$ cat config.mk
export PLATFORM = sky130hd
export DESIGN_NAME = writeback
export DESIGN_NICKNAME = d
export VERILOG_FILES = /design/src/rtl/writeback.sv
export SDC_FILE = /design/constraint.sdc
export NUM_CORES = 1
export LEC_CHECK = 0
export CORE_AREA = 4 4 104 106
export DETAILED_ROUTE_END_ITERATION = 10
export DIE_AREA = 0 0 108 110
export DONT_BUFFER_PORTS = 1
export PLACE_DENSITY = 0.85
export SYNTH_ARGS = -nofsm -noshare
export SYNTH_HDL_FRONTEND = slang
export SYNTH_SLANG_ARGS = --single-unit
$ cat constraint.sdc
create_clock -name clk -period 5.9 [get_ports clk]
set_input_delay 1.77 -clock clk [delete_from_list [all_inputs] [get_ports clk]]
set_output_delay 1.77 -clock clk [all_outputs]
set_load 0.005 [all_outputs]
$ cat src/rtl/writeback.sv
// -----------------------------------------------------------------------------
// writeback
//
// Last pipeline stage. It retires instructions from the memory stage into the
// register file, counts retired instructions, and turns an excepting
// instruction into a trap. A trap takes a one-cycle flush, then waits for the
// trap handler's acknowledge.
//
// Handshake: pipeline_in_valid has no ready partner. An instruction is taken
// ("accept") on any rising edge where the FSM is in RUN and
// pipeline_in_valid=1. Outside RUN, stall_out=1 tells upstream stages that
// nothing is being taken, and inputs are ignored.
//
// Ports
//   clk, reset          clock; asynchronous active-high reset
//   pipeline_in_valid   memory stage presents an instruction
//   nop_instr_in        instruction is a NOP (no write, no count)
//   result_in           write-back value
//   rd_addr_in          destination register (x0 is never written)
//   PC_in               PC of the instruction
//   exception_in        exception cause
//   exception_in_valid  instruction raised an exception
//   trap_ack            trap handler consumed the trap (used in TRAP_WAIT only)
//   rf_wr_enable        register-file write strobe, one cycle per write
//   rf_wr_addr          register-file write address (held between writes)
//   rf_wr_data          register-file write data (held between writes)
//   trap_valid          a trap is pending
//   trap_cause          latched exception cause
//   trap_pc             latched faulting PC
//   flush_out           one-cycle pipeline flush request
//   stall_out           stall request, high whenever the FSM is not in RUN
//   instret             64-bit retired-instruction counter (wraps)
//   fsm_state           debug view of the FSM state (0 RUN, 1 FLUSH, 2 WAIT)
// -----------------------------------------------------------------------------
module writeback #(
   parameter int DATA_W = 32,
   parameter int ADDR_W = 32,
   parameter int EXC_W  = 4
) (
   input  logic              clk,
   input  logic              reset,
   input  logic              pipeline_in_valid,
   input  logic              nop_instr_in,
   input  logic [DATA_W-1:0] result_in,
   input  logic [4:0]        rd_addr_in,
   input  logic [ADDR_W-1:0] PC_in,
   input  logic [EXC_W-1:0]  exception_in,
   input  logic              exception_in_valid,
   input  logic              trap_ack,
   output logic              rf_wr_enable,
   output logic [4:0]        rf_wr_addr,
   output logic [DATA_W-1:0] rf_wr_data,
   output logic              trap_valid,
   output logic [EXC_W-1:0]  trap_cause,
   output logic [ADDR_W-1:0] trap_pc,
   output logic              flush_out,
   output logic              stall_out,
   output logic [63:0]       instret,
   output logic [1:0]        fsm_state
);

   typedef enum logic [1:0] {
      RUN        = 2'd0,
      TRAP_FLUSH = 2'd1,
      TRAP_WAIT  = 2'd2
   } state_t;

   state_t state, next_state;

   logic accept;
   logic retire;
   logic take_trap;
   logic trap_release;
   logic do_write;

   // -------------------------------------------------------------------------
   // State register
   // -------------------------------------------------------------------------
   always_ff @(posedge clk or posedge reset) begin
      if (reset) begin
         state <= RUN;
      end else begin
         state <= next_state;
      end
   end

   // -------------------------------------------------------------------------
   // Next-state and per-edge decisions
   // -------------------------------------------------------------------------
   always_comb begin
      next_state   = state;
      accept       = 1'b0;
      retire       = 1'b0;
      take_trap    = 1'b0;
      trap_release = 1'b0;
      do_write     = 1'b0;

      unique case (state)
         RUN: begin
            accept = pipeline_in_valid;
            // The exception wins over the NOP flag: an excepting NOP still traps.
            take_trap = accept && exception_in_valid;
            retire    = accept && !exception_in_valid && !nop_instr_in;
            do_write  = retire && (rd_addr_in != 5'd0);
            if (take_trap) begin
               next_state = TRAP_FLUSH;
            end
         end
         TRAP_FLUSH: begin
            // trap_ack is deliberately not looked at here; the flush cycle
            // always happens and is always followed by TRAP_WAIT.
            next_state = TRAP_WAIT;
         end
         TRAP_WAIT: begin
            trap_release = trap_ack;
            if (trap_ack) begin
               next_state = RUN;
            end
         end
         default: begin
            next_state = RUN;
         end
      endcase
   end

   // -------------------------------------------------------------------------
   // Datapath: register-file write port, retire counter, trap latch
   // -------------------------------------------------------------------------
   always_ff @(posedge clk or posedge reset) begin
      if (reset) begin
         rf_wr_enable <= 1'b0;
         rf_wr_addr   <= '0;
         rf_wr_data   <= '0;
         instret      <= '0;
         trap_valid   <= 1'b0;
         trap_cause   <= '0;
         trap_pc      <= '0;
      end else begin
         rf_wr_enable <= do_write;
         // Address/data only move on a real write, so they hold otherwise.
         if (do_write) begin
            rf_wr_addr <= rd_addr_in;
            rf_wr_data <= result_in;
         end
         // Writes to x0 still retire and are counted.
         if (retire) begin
            instret <= instret + 64'd1;
         end
         if (take_trap) begin
            trap_valid <= 1'b1;
            trap_cause <= exception_in;
            trap_pc    <= PC_in;
         end else if (trap_release) begin
            trap_valid <= 1'b0;
         end
      end
   end

   // The flush request is exactly the TRAP_FLUSH cycle; decoding it from the
   // state keeps it at one cycle and lets reset clear it with the state.
   assign flush_out = (state == TRAP_FLUSH);
   assign stall_out = (state != RUN);
   assign fsm_state = state;

endmodule

Word level (Yosys, flattened, before mapping)
Cells that the tools add are included.
{"block": "totals", "reg_bits": 141, "output_inout_bits": 143}
{"block": "classes", "reduce_logical": 11, "mux": 9, "add_sub_neg": 1, "n_eq_ne": 4}
{"cell": "64-bit by 1-bit adder with 64-bit output, second input constant", "count": 1}
{"cell": "1-bit 2-to-1 mux", "count": 6}
{"cell": "2-bit one-hot mux with 3 select lines", "count": 1}
{"cell": "5-bit nonzero test", "count": 1}
{"cell": "1-bit logical AND", "count": 4}
{"cell": "2-bit 2-to-1 mux", "count": 2}
{"cell": "2-bit != test, second input constant", "count": 2}
{"cell": "2-bit nonzero test", "count": 2}
{"cell": "2-bit by 1-bit == test with 1-bit output, second input constant", "count": 1}
{"cell": "2-bit == test, second input constant", "count": 1}
{"cell": "1-bit zero test", "count": 2}
{"cell": "2-bit zero test", "count": 1}
{"cell": "2-bit AND reduction", "count": 1}

Logic depth before layout (Yosys ltp)
Gate-level depths: netlist (run 1).
{"block": "depth", "ltp_word": 5, "ltp_mapped": 8, "ltp_nobuf": 6}

Worst setup path after synthesis (run 1)
Ideal clock, no wire load.
{"block": "synth_path", "path_kind": "input -> register", "start": "in nop_instr_in", "end": "reg instret[54]", "path_slack_ns": 2.171, "arrival_time_ns": 3.649, "t_required_ns": 5.821, "path_buffers": 2, "cell_stages": 7, "setup_time_ns": 0.079, "cell_sequence": "nand4bb_1 -> or4_4 -> buf_6 -> or4_4 -> buf_6 -> nor3_2 -> xor2_1"}
{"block": "synth_between", "elab_chain_cells": 3}
{"item": "start: declaration", "line": "43", "text": "input logic nop_instr_in,"}
{"item": "1-bit zero test", "line": "103", "text": "retire = accept && !exception_in_valid && !nop_instr_in;"}
{"item": "1-bit logical AND", "line": "103"}
{"item": "1-bit 2-to-1 mux", "line": "98", "text": "unique case (state)"}
{"item": "end signal: assignment", "line": "147", "text": "instret <= instret + 64'd1;"}
{"item": "end: declaration", "line": "58", "text": "output logic [63:0] instret,"}
Every way passes these cells.
A chain may end at the register's enable or synchronous reset.

Worst setup path in the final report (run 1)
{"block": "layout_path", "start": "in nop_instr_in", "end": "reg instret[57]"}
Same word-level chain as after synthesis.

==> reports/qor.txt, run 1 <==
Layout area overhead - 12.0%
Register area - 0.00353 mm²
ANT nets after route - 0
PD cells - 379 mW/mm²
CTS H-tree depth - 4
Setup crit start kind - primary input
VDD IR-drop max - 0.000203 V
Post-Syn Area - 0.00586 mm²
Register area share after synthesis - 60.2%
DP HPWL - 9690 µm
Vias in the first global route - 3893
Critical path class - primary input to flip-flop
Placed Instance Area - 0.00601 mm²
RePlAce Congestion - 0.846
Async SR Flop Fraction - 100%
Syn_area_per_cell - 13.0 µm²
Most frequent cells in the layout - 141 x dfrtp_1, 69 x mux2_2, 43 x xnor2_1
Core ar. - 0.00977 mm²
Cells after Synth - 451
Main synth FF type - dfrtp_1
Layout cells sized above 1 - 24.8%
Synthesized Nets - 531
Clock sink count - 141
Drc violations - 0
DR WL/cell - 21.8 µm
Hold crit path type - flip-flop to flip-flop
Routed wire length - 13200 µm
Final setup viols - 0
First-pass GRT wire length - 20700 µm
GRT Total Usage - 22.9%
Worst r2r src - fsm_state[0]
Max Fclk - 0.283 GHz
Fin crit period - 3.53 ns
Clock Path Buffers - 2
Row count - 36
Synth warn - 0
Reg2reg end - instret[57]
CTS Hold Bufs - 0
Max Cap Violations - 0
Hold depth - 1
Worst hold margin - 0.506 ns
Hold path start - instret[63]
Die area - 0.0119 mm²
N_diodes - 0
Area of the multi-input gates - 0.00226 mm²
Pins Over Slew Limit - 0
Non-filler cells, final - 605
PortBufs - 0
IO Count - 222
CTS tree - yes
WP data arrival - 3.92 ns
Final net count - 541
Worst-path fanout max - 9
Cell leakage power - 2.87 nW
Drt pass-1 iters - 4
Detailed-route via count - 3654
Setup TNS - 0 ns
# resized after CTS - 0
Critical path capture point type - flip-flop
Worst skew pair latency - 0.51 ns
DP Cell Count - 575
Initial antenna violation count - 2
Root buffer cell - clkbuf_8
FILL cells - 715
Reg2Reg Depth - 6
Setup Skew - 0.00743 ns
Worst Hold End - instret[63]
Unrepaired setup endpoints after global routing - false
Starting density of the core - 60.0%
Relative slew slack - 29.9%
Grt total ovfl - 0
#FFs+latches synth - 141
R2R setup slack - 3.10 ns
DIE HEIGHT - 110 µm
Clock Pin Slew Worst Setup and Hold Paths - 0.06 ns
Post-CTS setup buffers - 0
Largest net degree at the start of global routing - 110
TritonCTS Buffers - 17
DR iter-0 viols - 217
Chip Width - 108 µm
Design Area, Final - 0.00657 mm²
Critical path data required time - 6.29 ns
Most common cell after layout, fill and taps aside - dfrtp_1
Endpoints failing hold - 0
Vias/cell - 6.04
Post-synth EDFFs - 0
Worst Tran Pin Value - 1.05 ns
Status - completed
Final period util - 59.8%
Final core occ - 67.2%
Yosys cell types - 39
[power breakdown]
| part | total (mW) | switching [mW] | internal [mW] |
|---|---|---|---|
| clock network | 0.993 | 0.387 | 0.606 |
| logic | 0.212 | 0.0848 | 0.128 |
| registers | 1.28 | 0.152 | 1.13 |
[state kept, by name, indices dropped and copies added, names as in the netlist]
register and cells:
fsm_state 2, instret 64, rf_wr_addr 5, rf_wr_data 32
rf_wr_enable 1, trap_cause 4, trap_pc 32, trap_valid 1
[routing by layer]
metal  GRT usage, %  routed length (µm)
met3           11.6                1560
met2           37.4                6680
met5              0                  27
met1           25.9                4690
met4           8.75                 241
[Yosys cell counts, drive strengths merged (2+ instances only)]
cell      n  area (µm²)
nor3     12        81.3
nor2     16        62.6
nand3    30         150
dfrtp   141        3530
clkbuf    8        30.0
nand4    25         171
buf       3        26.3
or2       2        12.5
and3      5        31.3
xor2     20         175
or4       6        53.8
mux2     69         777
xnor2    43         377
inv      10        37.5
and4      5        43.8
nor4     12        81.3
and2      2        12.5
nand2    30         113
[per-stage QoR]
| step | power, mW | setup WS, ns |
|---|---|---|
| floorplan | 1.43 | 0.349 |
| global placement | 1.49 | 1.90 |
| detailed placement | 1.51 | 1.83 |
| CTS | 2.52 | 2.38 |
| global route | 2.60 | 2.22 |
| finish | 2.49 | 2.37 |
[critical path: stages]
cell	delay, ns
nand4bb_1	0.26
or4_4	0.62
nor4_2	0.87
nand3_1	0.20
xnor2_1	0.19
[how the worst max path moves through the flow]
stage / depth (start not counted) / startpoint / end
after floorplan: 1 / reset / fsm_state[0]
after global routing: 5 / nop_instr_in / instret[41]
final: 5 / nop_instr_in / instret[57]
after CTS: 5 / nop_instr_in / instret[57]
after detailed placement: 5 / nop_instr_in / instret[57]
after global placement: 5 / nop_instr_in / instret[57]
[logic make-up (layout without fill, tap and decap cells)]
kind of cell / count (synthesis) / after routing / share of synthesized area (%)
mux: 69 / 69 / 13.3
buf+inv: 21 / 42 / 1.60
compound gates: 3 / 3 / 0.363
simple gates: 153 / 153 / 15.0
fa+ha+maj: 1 / 1 / 0.213
xor+xnor: 63 / 63 / 9.41
flops: 141 / 141 / 60.2
[layout make-up]
type,instances,share of cell area (%)
Clock inverter,11,1.85
Multi-Input combinational cell,289,34.4
Tap cell,133,2.53
Inverter,10,0.648
Clock buffer,19,6.58
Sequential cell,141,53.7
Timing Repair Buffer,2,0.229
No activity file was read; power rests on OpenSTA's default activity.
==> inputs of run 2 (changes only) <==
Settings changed: CORE_AREA 4 4 104 106 to 4 4 107 109, DIE_AREA 0 0 108 110 to 0 0 111 113, PLACE_DENSITY 0.85 to 0.84.
Clock period 5.9 ns to 3 ns, I/O delays scaled along.
==> run 2 against run 1 <==
Sequential power is 97% higher; highest routed layer is now met4; routed wire length is 0.39% lower; combinational power is 100% higher; critical path type is now flip-flop to flip-flop; flip-flop and latch count stayed put; setup slack worse by 1.9 ns; sequential share of layout area is 1.2 points lower; cell count is 3.3% higher; die area is 5.6% higher.
==> reports/qor.txt, run 2 (same netlist as run 1, synthesis figures left out) <==
Clock Pin Slew Worst Setup and Hold Paths - 0.06 ns (about the same)
Starting density of the core - 55.3% (was 60.0%)
VDD IR-drop max - 0.000469 V (was 0.000203 V)
Clock sink count - 141 (unchanged)
Root buffer cell - clkbuf_8 (unchanged)
Row count - 38 (was 36)
FILL cells - 784 (was 715)
# resized after CTS - 0 (unchanged)
Largest net degree at the start of global routing - 58 (was 110)
Final worst setup slack - 0.460 ns (was 2.37 ns)
Max Fclk - 0.394 GHz
Core ar. - 0.0106 mm² (was 0.00977 mm²)
Pins Over Slew Limit - 0 (unchanged)
Status - completed (unchanged)
PD cells - 742 mW/mm² (was 379 mW/mm²)
Crit path buf inv count - 0 (unchanged)
Hold crit path type - primary input to asynchronous set/reset pin (was flip-flop to flip-flop)
Top delay family on crit path - simple AND/OR/NAND/NOR gates (unchanged)
Worst skew pair latency - 0.50 ns (was 0.51 ns)
Vias/cell - 5.89 (was 6.04)
Most frequent cells in the layout - 141 x dfrtp_1, 69 x mux2_2, 43 x xnor2_1 (unchanged)
Final period util - 84.7%
IO Count - 222 (unchanged)
DP HPWL - 9820 µm (was 9690 µm)
Setup TNS - 0 ns (unchanged)
Endpoints failing hold - 0 (unchanged)
Max Cap Violations - 0 (unchanged)
Die area - 0.0125 mm² (was 0.0119 mm²)
DR WL/cell - 21.0 µm (was 21.8 µm)
Reg2Reg Depth - 6 (unchanged)
CTS H-tree depth - 4 (unchanged)
Largest register by flop count - instret (unchanged)
Grt total ovfl - 0 (unchanged)
Drc violations - 0 (unchanged)
Place WS - 0.131 ns (was 1.83 ns)
Reg2reg end - instret[54] (was instret[57])
Critical-path cell list - ha_1 > nand3_1 > or4_1 > or4_4 > nor3_2 > xor2_1 (was nand4bb_1 > or4_4 > nor4_2 > nand3_1 > xnor2_1)
Critical path capture point type - flip-flop (unchanged)
CTS Hold Bufs - 0 (unchanged)
Register area - 0.00353 mm² (unchanged)
Max stage delay on crit path - 0.65 ns (was 0.87 ns)
GRT Total Usage - 21.3% (was 22.9%)
Relative slew slack - 54.6% (was 29.9%)
Clock Path Buffers - 2 (unchanged)
First-pass GRT wire length - 21300 µm (was 20700 µm)
Crit path max-delay cell type - or4_1 (was nor4_2)
Detailed-route via count - 3681 (was 3654)
Final setup viols - 0 (unchanged)
Cell leakage power - 2.94 nW (was 2.87 nW)
PortBufs - 0 (unchanged)
Initial antenna violation count - 1 (was 2)
DR iter-0 viols - 319 (was 217)
Most common cell after layout, fill and taps aside - dfrtp_1 (unchanged)
R2R setup slack - 0.46 ns (was 3.10 ns)
CTS tree - yes (unchanged)
Cell count along the critical path - 6 (was 5)
Worst Tran Pin Value - 0.679 ns (was 1.05 ns)
Final net count - 552 (was 541)
TritonCTS Buffers - 17 (unchanged)
Worst r2r src - instret[0] (was fsm_state[0])
WP data arrival - 2.97 ns (was 3.92 ns)
Setup Skew - 0.00519 ns (was 0.00743 ns)
Vias in the first global route - 4003 (was 3893)
Unrepaired setup endpoints after global routing - false (unchanged)
RePlAce Congestion - 0.809 (was 0.846)
Critical path data required time - 3.43 ns (was 6.29 ns)
Setup crit start kind - flip-flop (was primary input)
Post-CTS setup buffers - 0 (unchanged)
Chip Width - 111 µm (was 108 µm)
Layout area overhead - 14.6% (was 12.0%)
Routed wire length - 13200 µm (about the same)
Worst-path fanout max - 6 (was 9)
Max FFs per register - 64 (unchanged)
Critical path class - flip-flop to flip-flop (was primary input to flip-flop)
Area of the multi-input gates - 0.00226 mm² (about the same)
Layout cells sized above 1 - 26.2% (was 24.8%)
ANT nets after route - 0 (unchanged)
Top Registers - instret: 64 flops, rf_wr_data: 32 flops, trap_pc: 32 flops (unchanged)
Fin crit period - 2.54 ns
Drt pass-1 iters - 4 (unchanged)
DIE HEIGHT - 113 µm (was 110 µm)
==> run 2: worst max-delay path by stage <==
stage	end	startpoint	slack, ns
2_1_floorplan	instret[54]	nop_instr_in	0.14
3_3_place_gp	instret[54]	nop_instr_in	0.16
3_5_place_dp	instret[54]	nop_instr_in	0.13
4_1_cts	instret[54]	instret[0]	0.43
5_1_grt	instret[44]	instret[0]	0.31
6_report	instret[54]	instret[0]	0.46
==> run 2: worst register-to-register path: stages (launching register included) <==
cell and delay, ns:
dfrtp_1 0.47, ha_1 0.21, nand3_1 0.15, or4_1 0.65
or4_4 0.60, nor3_2 0.23, xor2_1 0.15
==> run 2: layout make-up <==
class                   count  share of cell area [%]
clock inverters            11                    2.14
diodes                      1                  0.0372
flip-flops and latches    141                    52.5
multi-input cells         289                    33.6
repair buffers             13                    2.01
inverters                  10                   0.614
well taps                 140                    2.61
clock buffers              20                    6.48
==> run 2: through the flow <==
stage	cells	total power, mW	utilization, %	hold WS [ns]	area (µm²)
5_1_grt	625	5.21	63.4	0.390	6720
3_5_place_dp	593	3.00	57.9	0.498	6140
3_3_place_gp	593	2.94	57.9	0.489	6140
6_report	625	4.98	63.4	0.366	6720
4_1_cts	624	5.04	63.4	0.361	6720
2_1_floorplan	451	2.80	-	0.465	5870
==> run 2: power by group <==
part	switching [mW]	total (mW)	internal, mW
combinational	0.170	0.431	0.261
sequential	0.294	2.52	2.22
clock	0.757	2.04	1.28
==> run 2: per-layer routing <==
metal  GRT usage [%]  vias up  routed length [µm]
li1                -     1639                   -
met1            23.8     1849                4740
met2            36.3      182                6730
met3            10.4       11                1560
met4            6.16        0                 117
met5               0        -                   0
==> inputs of run 3 (changes only) <==
Clock period 3 ns to 2.05 ns, I/O delays scaled along.
==> run 3 against run 2 <==
Critical path type unchanged; critical endpoint is now instret[52]; largest cell class unchanged; core utilization up 11 points; routed wire length up 31%; highest routed layer unchanged; largest power group unchanged; the flow now finishes with violations (setup timing); die area unchanged; cell count up 15%.
==> reports/qor.txt, run 3 (same netlist as run 1, synthesis figures left out) <==
Critical path capture point type - flip-flop (unchanged)
Max stage delay on crit path - 0.62 ns (was 0.65 ns)
Top Registers - instret: 64 flops, rf_wr_data: 32 flops, trap_pc: 32 flops (unchanged)
CP dominant cell by count - or4_4
Starting density of the core - 55.3% (unchanged)
Setup Skew - 0.0114 ns (was 0.00519 ns)
FILL cells - 621 (was 784)
Drt pass-1 iters - 4 (unchanged)
TritonCTS Buffers - 17 (unchanged)
Unrepaired setup endpoints after global routing - true (was false)
Chip Width - 111 µm (unchanged)
Critical path class - flip-flop to flip-flop (unchanged)
Top delay family on crit path - simple AND/OR/NAND/NOR gates (unchanged)
Clock Path Buffers - 2 (unchanged)
Max FFs per register - 64 (unchanged)
Crit path buf inv count - 1 (was 0)
CTS H-tree depth - 4 (unchanged)
Failing checks - setup timing
Cell leakage power - 3.66 nW (was 2.94 nW)
R2R setup slack - -0.21 ns (was 0.46 ns)
Hold crit path type - primary input to asynchronous set/reset pin (unchanged)
Critical-path cell list - ha_2 > nand3_2 > or4_4 > or4_4 > buf_6 > nor2_4 > xnor2_1 (was ha_1 > nand3_1 > or4_1 > or4_4 > nor3_2 > xor2_1)
Final worst setup slack - -0.211 ns (was 0.460 ns)
Max Fclk - 0.442 GHz (was 0.394 GHz)
Die area - 0.0125 mm² (unchanged)
First-pass GRT wire length - 25500 µm (was 21300 µm)
Largest net degree at the start of global routing - 76 (was 58)
DIE HEIGHT - 113 µm (unchanged)
Most frequent cells in the layout - 141 x dfrtp_1, 84 x buf_4, 55 x mux2_2 (was 141 x dfrtp_1, 69 x mux2_2, 43 x xnor2_1)
Status - complete, but fails checks (was completed)
GRT Total Usage - 26.4% (was 21.3%)
Final period util - 110% (was 84.7%)
N_diodes - 0 (was 1)
Drc violations - 0 (unchanged)
Most common cell after layout, fill and taps aside - dfrtp_1 (unchanged)
Worst-path fanout max - 5 (was 6)
Layout cells sized above 1 - 45.4% (was 26.2%)
RePlAce Congestion - 0.861 (was 0.809)
DR iter-0 viols - 331 (was 319)
Placed Instance Area - 0.00681 mm² (was 0.00614 mm²)
VDD IR-drop max - 0.000816 V (was 0.000469 V)
Root buffer cell - clkbuf_8 (unchanged)
Design Area, Final - 0.00788 mm² (was 0.00672 mm²)
DP HPWL - 11000 µm (was 9820 µm)
Max Cap Violations - 0 (unchanged)
Layout area overhead - 34.3% (was 14.6%)
CTS tree - yes (unchanged)
Fin crit period - 2.26 ns (was 2.54 ns)
Place WS - -0.438 ns (was 0.131 ns)
Vias in the first global route - 4553 (was 4003)
Largest register by flop count - instret (unchanged)
Pins Over Slew Limit - 0 (unchanged)
Core ar. - 0.0106 mm² (unchanged)
Final net count - 644 (was 552)
Critical path data required time - 2.49 ns (was 3.43 ns)
Final setup viols - 28 (was 0)
PD cells - 964 mW/mm² (was 742 mW/mm²)
ANT nets after route - 0 (unchanged)
PortBufs - 0 (unchanged)
Detailed-route via count - 4327 (was 3681)
Initial antenna violation count - 0 (was 1)
CTS Hold Bufs - 0 (unchanged)
Row count - 38 (unchanged)
Vias/cell - 6.03 (was 5.89)
Routed wire length - 17200 µm (was 13200 µm)
Grt total ovfl - 0 (unchanged)
Worst Tran Pin Value - 0.507 ns (was 0.679 ns)
Worst skew pair latency - 0.54 ns (was 0.50 ns)
Clock Pin Slew Worst Setup and Hold Paths - 0.07 ns (was 0.06 ns)
Clock sink count - 141 (unchanged)
DR WL/cell - 24.0 µm (was 21.0 µm)
Setup crit start kind - flip-flop (unchanged)
WP data arrival - 2.70 ns (was 2.97 ns)
IO Count - 222 (unchanged)
Endpoints failing hold - 0 (unchanged)
Relative slew slack - 66.0% (was 54.6%)
Crit path max-delay cell type - or4_4 (was or4_1)
-- run 3: path summary, 6_finish.rpt --
kind / from / endpoint / cells after the start
worst min register to register: instret[63] / instret[63] / 1
worst max register to register: instret[0] / instret[52] / 7
worst max-delay path: instret[0] / instret[52] / 7
max in group asynchronous: reset / instret[1] / 2
min in group clk: rd_addr_in[0] / rf_wr_addr[0] / 2
worst min-delay path: reset / rf_wr_data[8] / 2
-- run 3: power breakdown --
part | switching (mW) | internal (mW) | leakage [nW]
logic | 0.350 | 0.540 | 1.60
clock network | 1.24 | 1.79 | 0.288
registers | 0.421 | 3.25 | 1.78
total | 2.02 | 5.58 | 3.66
-- run 3: per-stage QoR --
step	util [%]	hold WS (ns)	std cells	TNS (ns)	total power [mW]
2_1_floorplan	-	0.465	451	-48.52	4.17
3_3_place_gp	64.3	0.489	665	-5.50	4.45
3_5_place_dp	64.3	0.506	665	-8.67	4.53
4_1_cts	71.7	0.0814	708	-0.529	7.60
5_1_grt	74.3	0.0888	717	-4.47	7.92
6_report	74.3	0.0920	717	-2.05	7.59
-- run 3: cell type report --
type                            count  area, µm²  area share [%]
Timing Repair Buffer              105        911            11.6
Inverter                           10       41.3           0.524
Multi-Input combinational cell    289       2630            33.4
Tap cell                          140        175            2.22
Clock inverter                     14        159            2.02
Sequential cell                   141       3530            44.8
Clock buffer                       18        428            5.43
-- run 3: layer usage --
layer  track usage (%)  routed length (µm)  up-vias
met5                 0                   0        -
met4              11.2                 578        0
met3              9.89                1560       53
met2              45.7                9010      240
met1              29.6                6090     2210
li1                  -                   -     1824
-- run 3: repair_timing --
item / CTS / global route
setup endpoints to repair: 32 / 36
cloned: 1 / 0
pin swaps: 28 / 23
setup buffers: 10 / 10
gates resized for setup: 26 / 37
